[src/rtl/int_ctrl_pkg.sv]
// Shared types and constants for the interrupt controller.
package int_ctrl_pkg;

  localparam int unsigned ID_W    = 3;
  localparam int unsigned MAX_SRC = 8;
  localparam logic [15:0] DEFAULT_VEC_BASE = 16'h0010;

  typedef enum logic [1:0] {
    IDLE    = 2'd0,
    REQ     = 2'd1,
    SERVICE = 2'd2
  } state_t;

endpackage

[src/rtl/int_prio_enc.sv]
// Lowest-index-first priority encoder over the candidate request vector.
module int_prio_enc
  import int_ctrl_pkg::*;
#(
  parameter int unsigned NUM_SRC = 4
) (
  input  logic [NUM_SRC-1:0] req,
  output logic               valid_c,
  output logic [ID_W-1:0]    idx_c
);

  // Scan from the top down so the lowest set index is written last.
  always_comb begin
    valid_c = |req;
    idx_c   = '0;
    for (int i = int'(NUM_SRC) - 1; i >= 0; i--) begin
      if (req[i]) idx_c = ID_W'(i);
    end
  end

endmodule

[src/rtl/int_controller.sv]
// Edge-captured, fixed-priority interrupt controller feeding the processor's
// interrupt input; one request in flight until return-from-interrupt.
module int_controller
  import int_ctrl_pkg::*;
#(
  parameter int unsigned          NUM_SRC   = 4,
  parameter int unsigned          VEC_WIDTH = 16,
  parameter logic [VEC_WIDTH-1:0] VEC_BASE  = VEC_WIDTH'(DEFAULT_VEC_BASE)
) (
  input  logic                 clk,
  input  logic                 reset,
  input  logic [NUM_SRC-1:0]   irq_src,
  input  logic [NUM_SRC-1:0]   irq_mask,
  input  logic                 ack,
  input  logic                 rti,
  output logic                 int_req,
  output logic [VEC_WIDTH-1:0] int_vec,
  output logic [ID_W-1:0]      int_id,
  output logic [NUM_SRC-1:0]   pending
);

  state_t               state;
  logic [NUM_SRC-1:0]   irq_prev;
  logic [NUM_SRC-1:0]   rise;
  logic [NUM_SRC-1:0]   cand;
  logic [NUM_SRC-1:0]   clr;
  logic                 win_valid;
  logic [ID_W-1:0]      win_idx;
  logic [VEC_WIDTH-1:0] win_vec;

  int_prio_enc #(
    .NUM_SRC (NUM_SRC)
  ) u_prio (
    .req     (cand),
    .valid_c (win_valid),
    .idx_c   (win_idx)
  );

  // Keeps following the source levels through reset, so lines already high
  // when reset is released are not mistaken for fresh edges.
  always_ff @(posedge clk) begin
    irq_prev <= irq_src;
  end

  always_comb begin
    rise    = irq_src & ~irq_prev;
    cand    = pending & ~irq_mask;
    win_vec = VEC_WIDTH'(VEC_BASE + (VEC_WIDTH'(win_idx) << 1));
    clr     = '0;
    for (int unsigned i = 0; i < NUM_SRC; i++) begin
      clr[i] = (state == REQ) && ack && (int_id == ID_W'(i));
    end
  end

  // A new edge on the bit being acknowledged wins over the clear.
  always_ff @(posedge clk or posedge reset) begin
    if (reset) begin
      pending <= '0;
    end else begin
      pending <= (pending & ~clr) | rise;
    end
  end

  always_ff @(posedge clk or posedge reset) begin
    if (reset) begin
      state   <= IDLE;
      int_req <= 1'b0;
      int_vec <= '0;
      int_id  <= '0;
    end else begin
      case (state)
        IDLE: begin
          if (win_valid) begin
            state   <= REQ;
            int_req <= 1'b1;
            int_id  <= win_idx;
            int_vec <= win_vec;
          end
        end
        REQ: begin
          if (ack) begin
            state   <= SERVICE;
            int_req <= 1'b0;
          end
        end
        SERVICE: begin
          if (rti) state <= IDLE;
        end
        default: begin
          state   <= IDLE;
          int_req <= 1'b0;
        end
      endcase
    end
  end

endmodule
[config.mk]
export PLATFORM = sky130hd
export DESIGN_NAME = int_controller
export DESIGN_NICKNAME = d
export VERILOG_FILES = /design/src/rtl/int_ctrl_pkg.sv /design/src/rtl/int_prio_enc.sv /design/src/rtl/int_controller.sv
export SDC_FILE = /design/constraint.sdc
export NUM_CORES = 1
export LEC_CHECK = 0
export ABC_AREA = 1
export CAP_MARGIN = 20
export CORE_MARGIN = 5
export CORE_UTILIZATION = 38
export CTS_CLUSTER_SIZE = 24
export DETAILED_ROUTE_END_ITERATION = 6
export PLACE_DENSITY = 0.77
export SYNTH_ARGS = -nofsm -noshare
export SYNTH_HDL_FRONTEND = slang
export SYNTH_SLANG_ARGS = --single-unit
[constraint.sdc]
create_clock -name clk -period 1.3 [get_ports clk]
set_input_delay 0.39 -clock clk [delete_from_list [all_inputs] [get_ports clk]]
set_output_delay 0.39 -clock clk [all_outputs]
set_load 0.01 [all_outputs]
==> results of run 1 <==
## sequential cells by signal, summed over array words and instances (netlist names)
name	flops
int_id	1
state	2
irq_prev	4
int_vec	2
pending	4
int_req	1
## cells by family (layout without fill, tap and decap cells)
| family | after synthesis | in the layout | share of synthesized area (%) |
|---|---|---|---|
| simple gates | 29 | 29 | 17.7 |
| compound gates | 11 | 11 | 8.60 |
| other cells | 1 | 14 | 0.537 |
| buf+inv | 32 | 53 | 25.8 |
| flops | 14 | 14 | 47.3 |
## worst max-delay path by stage
stage,startpoint,endpoint,slack (ns),cells past startpoint
finish,int_id[0],int_id[0],0.07,1
global route,int_vec[2],pending[1],0.02,7
CTS,pending[1],pending[1],0.002,1
detailed placement,irq_mask[0],int_id[0],-0.19,7
global placement,irq_mask[2],int_id[0],-0.18,7
floorplan,int_id[0],int_vec[1],0.32,1
## through the flow
step	area, um2	util (%)	instances	hold slack (ns)	setup slack (ns)
final	935	53.5	146	0.387	0.0725
after global routing	935	53.5	146	0.412	0.0156
after CTS	965	55.3	145	0.394	0.00221
after detailed placement	936	53.6	139	0.383	-0.190
after global placement	936	53.6	139	0.379	-0.184
after floorplan	747	-	100	0.230	0.318
## layer usage
layer	global-route usage, %	up-vias
li1	-	300
met1	12.6	256
met2	17.8	25
met3	3.10	2
met4	6.38	0
met5	0	-
## synth_stat cells
| cell type | n | area share, % |
|---|---|---|
| nand2_2 | 3 | 2.7 |
| nor2_1 | 2 | 1.1 |
| dfxtp_1 | 4 | 11 |
| nand2_1 | 20 | 11 |
| o22ai_1 | 1 | 0.90 |
| o21ai_1 | 9 | 6.5 |
| o21ai_2 | 1 | 1.3 |
| buf_4 | 16 | 17 |
| dfrtp_1 | 10 | 36 |
| nor2_2 | 1 | 0.90 |
| nand3_1 | 2 | 1.4 |
| inv_1 | 16 | 8.6 |
| conb_1 | 1 | 0.54 |
| or2_1 | 1 | 0.90 |
## final cells by class
class                   count  area [um2]
clock buffers               4        26.3
fillers                   197         811
inverters                  16        60.1
multi-input cells          54         236
flip-flops and latches     14         330
well taps                  25        31.3
repair buffers             33         250
## where the power goes
| part | leakage (nW) | internal (mW) | switching (mW) |
|---|---|---|---|
| logic | 0.357 | 0.414 | 0.445 |
| registers | 0.142 | 0.565 | 0.0764 |
| clock network | 0.0150 | 0.119 | 0.129 |
## timing repair
| action | CTS | global route |
|---|---|---|
| setup endpoints to repair | 10 | 7 |
| gates resized for setup | 28 | 7 |
| cloned | 0 | 0 |
| pin swaps | 0 | 0 |
| buffers inserted | 2 | 1 |
==> metrics.csv, run 1 <==
metric;value;unit
Initial Util;40.0;%
hold crit path type;input port to async pin;
IO buf count;21;
CTS tree;built;
Synth Cell Area;698;um2
reg2reg start;int_vec[2];
Peak Freq;815;MHz
GRT overflow;0;
most frequent cells in the layout;20 x nand2_1, 16 x inv_1, 14 x conb_1;
vias in the first global route;535;
Worst-Skew Late Latency;0.27;ns
Final setup viols;0;
Cell variety after synth;14;
Final nets;134;
Ports;36;
Yosys Warn Count;0;
period utilisation layout;94.4;%
die width;52.9;um
Slowest-stage cell, CP;dfrtp_1;
max incr delay on CP;0.41;ns
drt drc;0;
R2R Path End;pending[1];
M1 WL;584;um
first-pass GRT wire length;2190;um
Startpoint Class;register;
WP data arrival;0.84;ns
Crit Path Class;register to output pin;
worst-path cell chain;buf_2;
Peak VDD IR;973;uV
wire length on met2;642;um
Starting DRT DRC Count;4;
status;finished, final reports clean;
CP Buf/Inv Count;1;
Vias;583;
r2r setup slk;0.09;ns
Seq/Total Area, Yosys;47.3;%
Core ar.;1750;um2
final hold vios;0;
Final HPWL DP;1120;um
wirelength, routed;1360;um
die height;52.9;um
Avg Cell Area, Syn;8.02;um2
antenna violations before repair;0;
r2r worst-path depth;7;
Pleak;0.514;nW
RSZ-0062 raised after global routing;no;
n_diodes;0;
Max Cap Violations;0;
Met3 Wirelength;121;um
Req. time, crit path;0.91;ns
Area growth syn-to-layout;33.9;%
die area;2790;um2
setup TNS;0;ns
H-tree levels;1;
share of cells above drive strength 1;24.8;%
critical-path maximum fanout;3;
Tmin final;1.23;ns
clk slew on worst S/H paths;0.08;ns
most common cell after layout, fill and taps aside;nand2_1;
clock buffer depth;2;
Max Used Layer;met4;
GRT Total Usage;10.9;%
Power, Total;1.75;mW
Crit. End Element;output pin;
clk sinks;14;
DR vias/cell;3.99;
Mapped Cells;87;
DRT Pass-1 Iters;4;
GPL Wtd Cong;0.774;
Routed WL per cell;9.32;um
row count;15;
power per cell area;1870;nW/um2
Slew Viols, Final;0;
clk root buf;clkbuf_4;
Seq cells post-synth;14;
CP top delay family;flip-flops;
final clock skew;0.00493;ns
CTS Hold Bufs;0;
final antenna-violating net count;0;
TritonCTS buffer count;3;
largest net degree at the start of global routing;11;
Note: power is estimated with default switching activity, not from simulation.
==> run 2, diff against run 1 <==
Settings changed: CORE_MARGIN 5 to not set, CTS_CLUSTER_SIZE 24 to 40.
==> run 2 against run 1 <==
Effect of this change:
- first-iteration DRC count rose by 50%
- clock-buffer cell count did not move
- sequential share of layout area barely moved
- critical path type is now input port to register
- power rose by 1.3%
- non-clock buffer count fell by 2
- largest cell class unchanged
==> metrics.csv, run 2 (synthesized netlist as in run 1, its figures left out) <==
metric;value;unit
Ports;36;
critical-path maximum fanout;5;
Pleak;0.507;nW
Vias;582;
die width;44.9;um
GRT overflow;0;
Tmin final;1.21;ns
Starting DRT DRC Count;6;
GRT Total Usage;14.8;%
CTS Hold Bufs;0;
IO buf count;21;
Peak VDD IR;908;uV
DR vias/cell;4.04;
Area growth syn-to-layout;34.1;%
Worst-Skew Late Latency;0.27;ns
Req. time, crit path;1.51;ns
wirelength, routed;1300;um
n_diodes;0;
Final HPWL DP;1030;um
CTS tree;built;
status;finished, final reports clean;
DRT Pass-1 Iters;4;
TritonCTS buffer count;3;
period utilisation layout;93.4;%
clock buffer depth;2;
Startpoint Class;input port;
Multi-input gate area;253;um2
GPL Wtd Cong;0.780;
final antenna-violating net count;0;
clk root buf;clkbuf_4;
first-pass GRT wire length;2090;um
Fill cells;184;
die height;44.9;um
drt drc;0;
antenna violations before repair;0;
area taken by flip-flops and latches;330;um2
Peak Freq;824;MHz
Final nets;132;
Crit. End Element;register;
most frequent cells in the layout;18 x nand2_1, 16 x inv_1, 14 x conb_1;
most common cell after layout, fill and taps aside;nand2_1;
power per cell area;1890;nW/um2
Max Cap Violations;0;
placed instance count;137;
vias in the first global route;519;
final clock skew;0.00289;ns
Routed WL per cell;9.02;um
Finished Layout Cells;144;
hold crit path type;input port to async pin;
Initial Util;40.4;%
row count;15;
final hold vios;0;
die area;2010;um2
Crit Path Class;input port to register;
share of cells above drive strength 1;26.1;%
biggest regs;irq_prev (4), pending (4);
WP data arrival;1.42;ns
clk slew on worst S/H paths;0.08;ns
Slew Viols, Final;0;
H-tree levels;1;
largest net degree at the start of global routing;11;
Core ar.;1730;um2
Power, Total;1.77;mW
clk sinks;14;
Final setup viols;0;
run 2: changes by cell type in the layout (fill, tap and decap cells not counted):
cell / delta
nand2_1: -2
o21ai_4: +1
buf_2: -2
o21ai_1: -1
buf_4: -2
nand2_2: +2
clkbuf_2: +2
run 2: stage by stage:
step	setup TNS, ns	hold slack, ns	setup WS [ns]	utilization, %	cell area (um2)
finish	0	0.394	0.0862	54.2	936
global route	-0.00866	0.419	-0.00866	54.2	936
CTS	-0.0887	0.400	-0.0446	55.1	952
detailed placement	-1.47	0.389	-0.226	53.3	921
global placement	-1.22	0.377	-0.184	53.3	921
floorplan	0	0.230	0.318	-	747
run 2: final cells by class:
cell class | count | share of cell area (%)
Clock buffer | 4 | 2.81
Inverter | 16 | 6.42
Multi-Input combinational cell | 54 | 27.0
Sequential cell | 14 | 35.3
Tap cell | 25 | 3.34
Timing Repair Buffer | 31 | 25.1
run 2: layer usage:
metal	up-vias	GRT usage, %	part of all wire (%)
li1	299	-	-
met1	251	17.2	42
met2	30	27.1	50
met3	2	3.60	7.2
met4	0	3.64	1.0
met5	-	0	0
run 2: report_power, final:
group	total, mW	switching, mW	internal (mW)
registers	0.641	0.0759	0.565
clock network	0.252	0.133	0.119
logic	0.877	0.482	0.395
total	1.77	0.690	1.08
run 2: path summary, 6_finish.rpt:
check,start,to,slack (ns),cells past startpoint
setup / recovery,irq_mask[3],int_id[0],0.09,7
hold / removal,reset,int_vec[4],0.39,2
setup reg to reg,state[0],int_id[0],0.14,4
min in group clk,irq_prev[2],pending[2],0.40,1
max in group asynchronous,reset,pending[1],0.61,2
hold reg to reg,irq_prev[2],pending[2],0.40,1
run 2: worst max-delay path, cell delays in order:
cell and delay, ns:
clkdlybuf4s50_1 0.46, inv_1 0.05, nand2_1 0.06, nand2_2 0.08, o21ai_4 0.22, nand2_1 0.10, o21ai_2 0.07
run 2: what timing repair did:
action / CTS / global route
gates resized for setup: 24 / 13
setup endpoints to repair: 10 / 8
buffers inserted: 3 / 0
pin swaps: 0 / 2
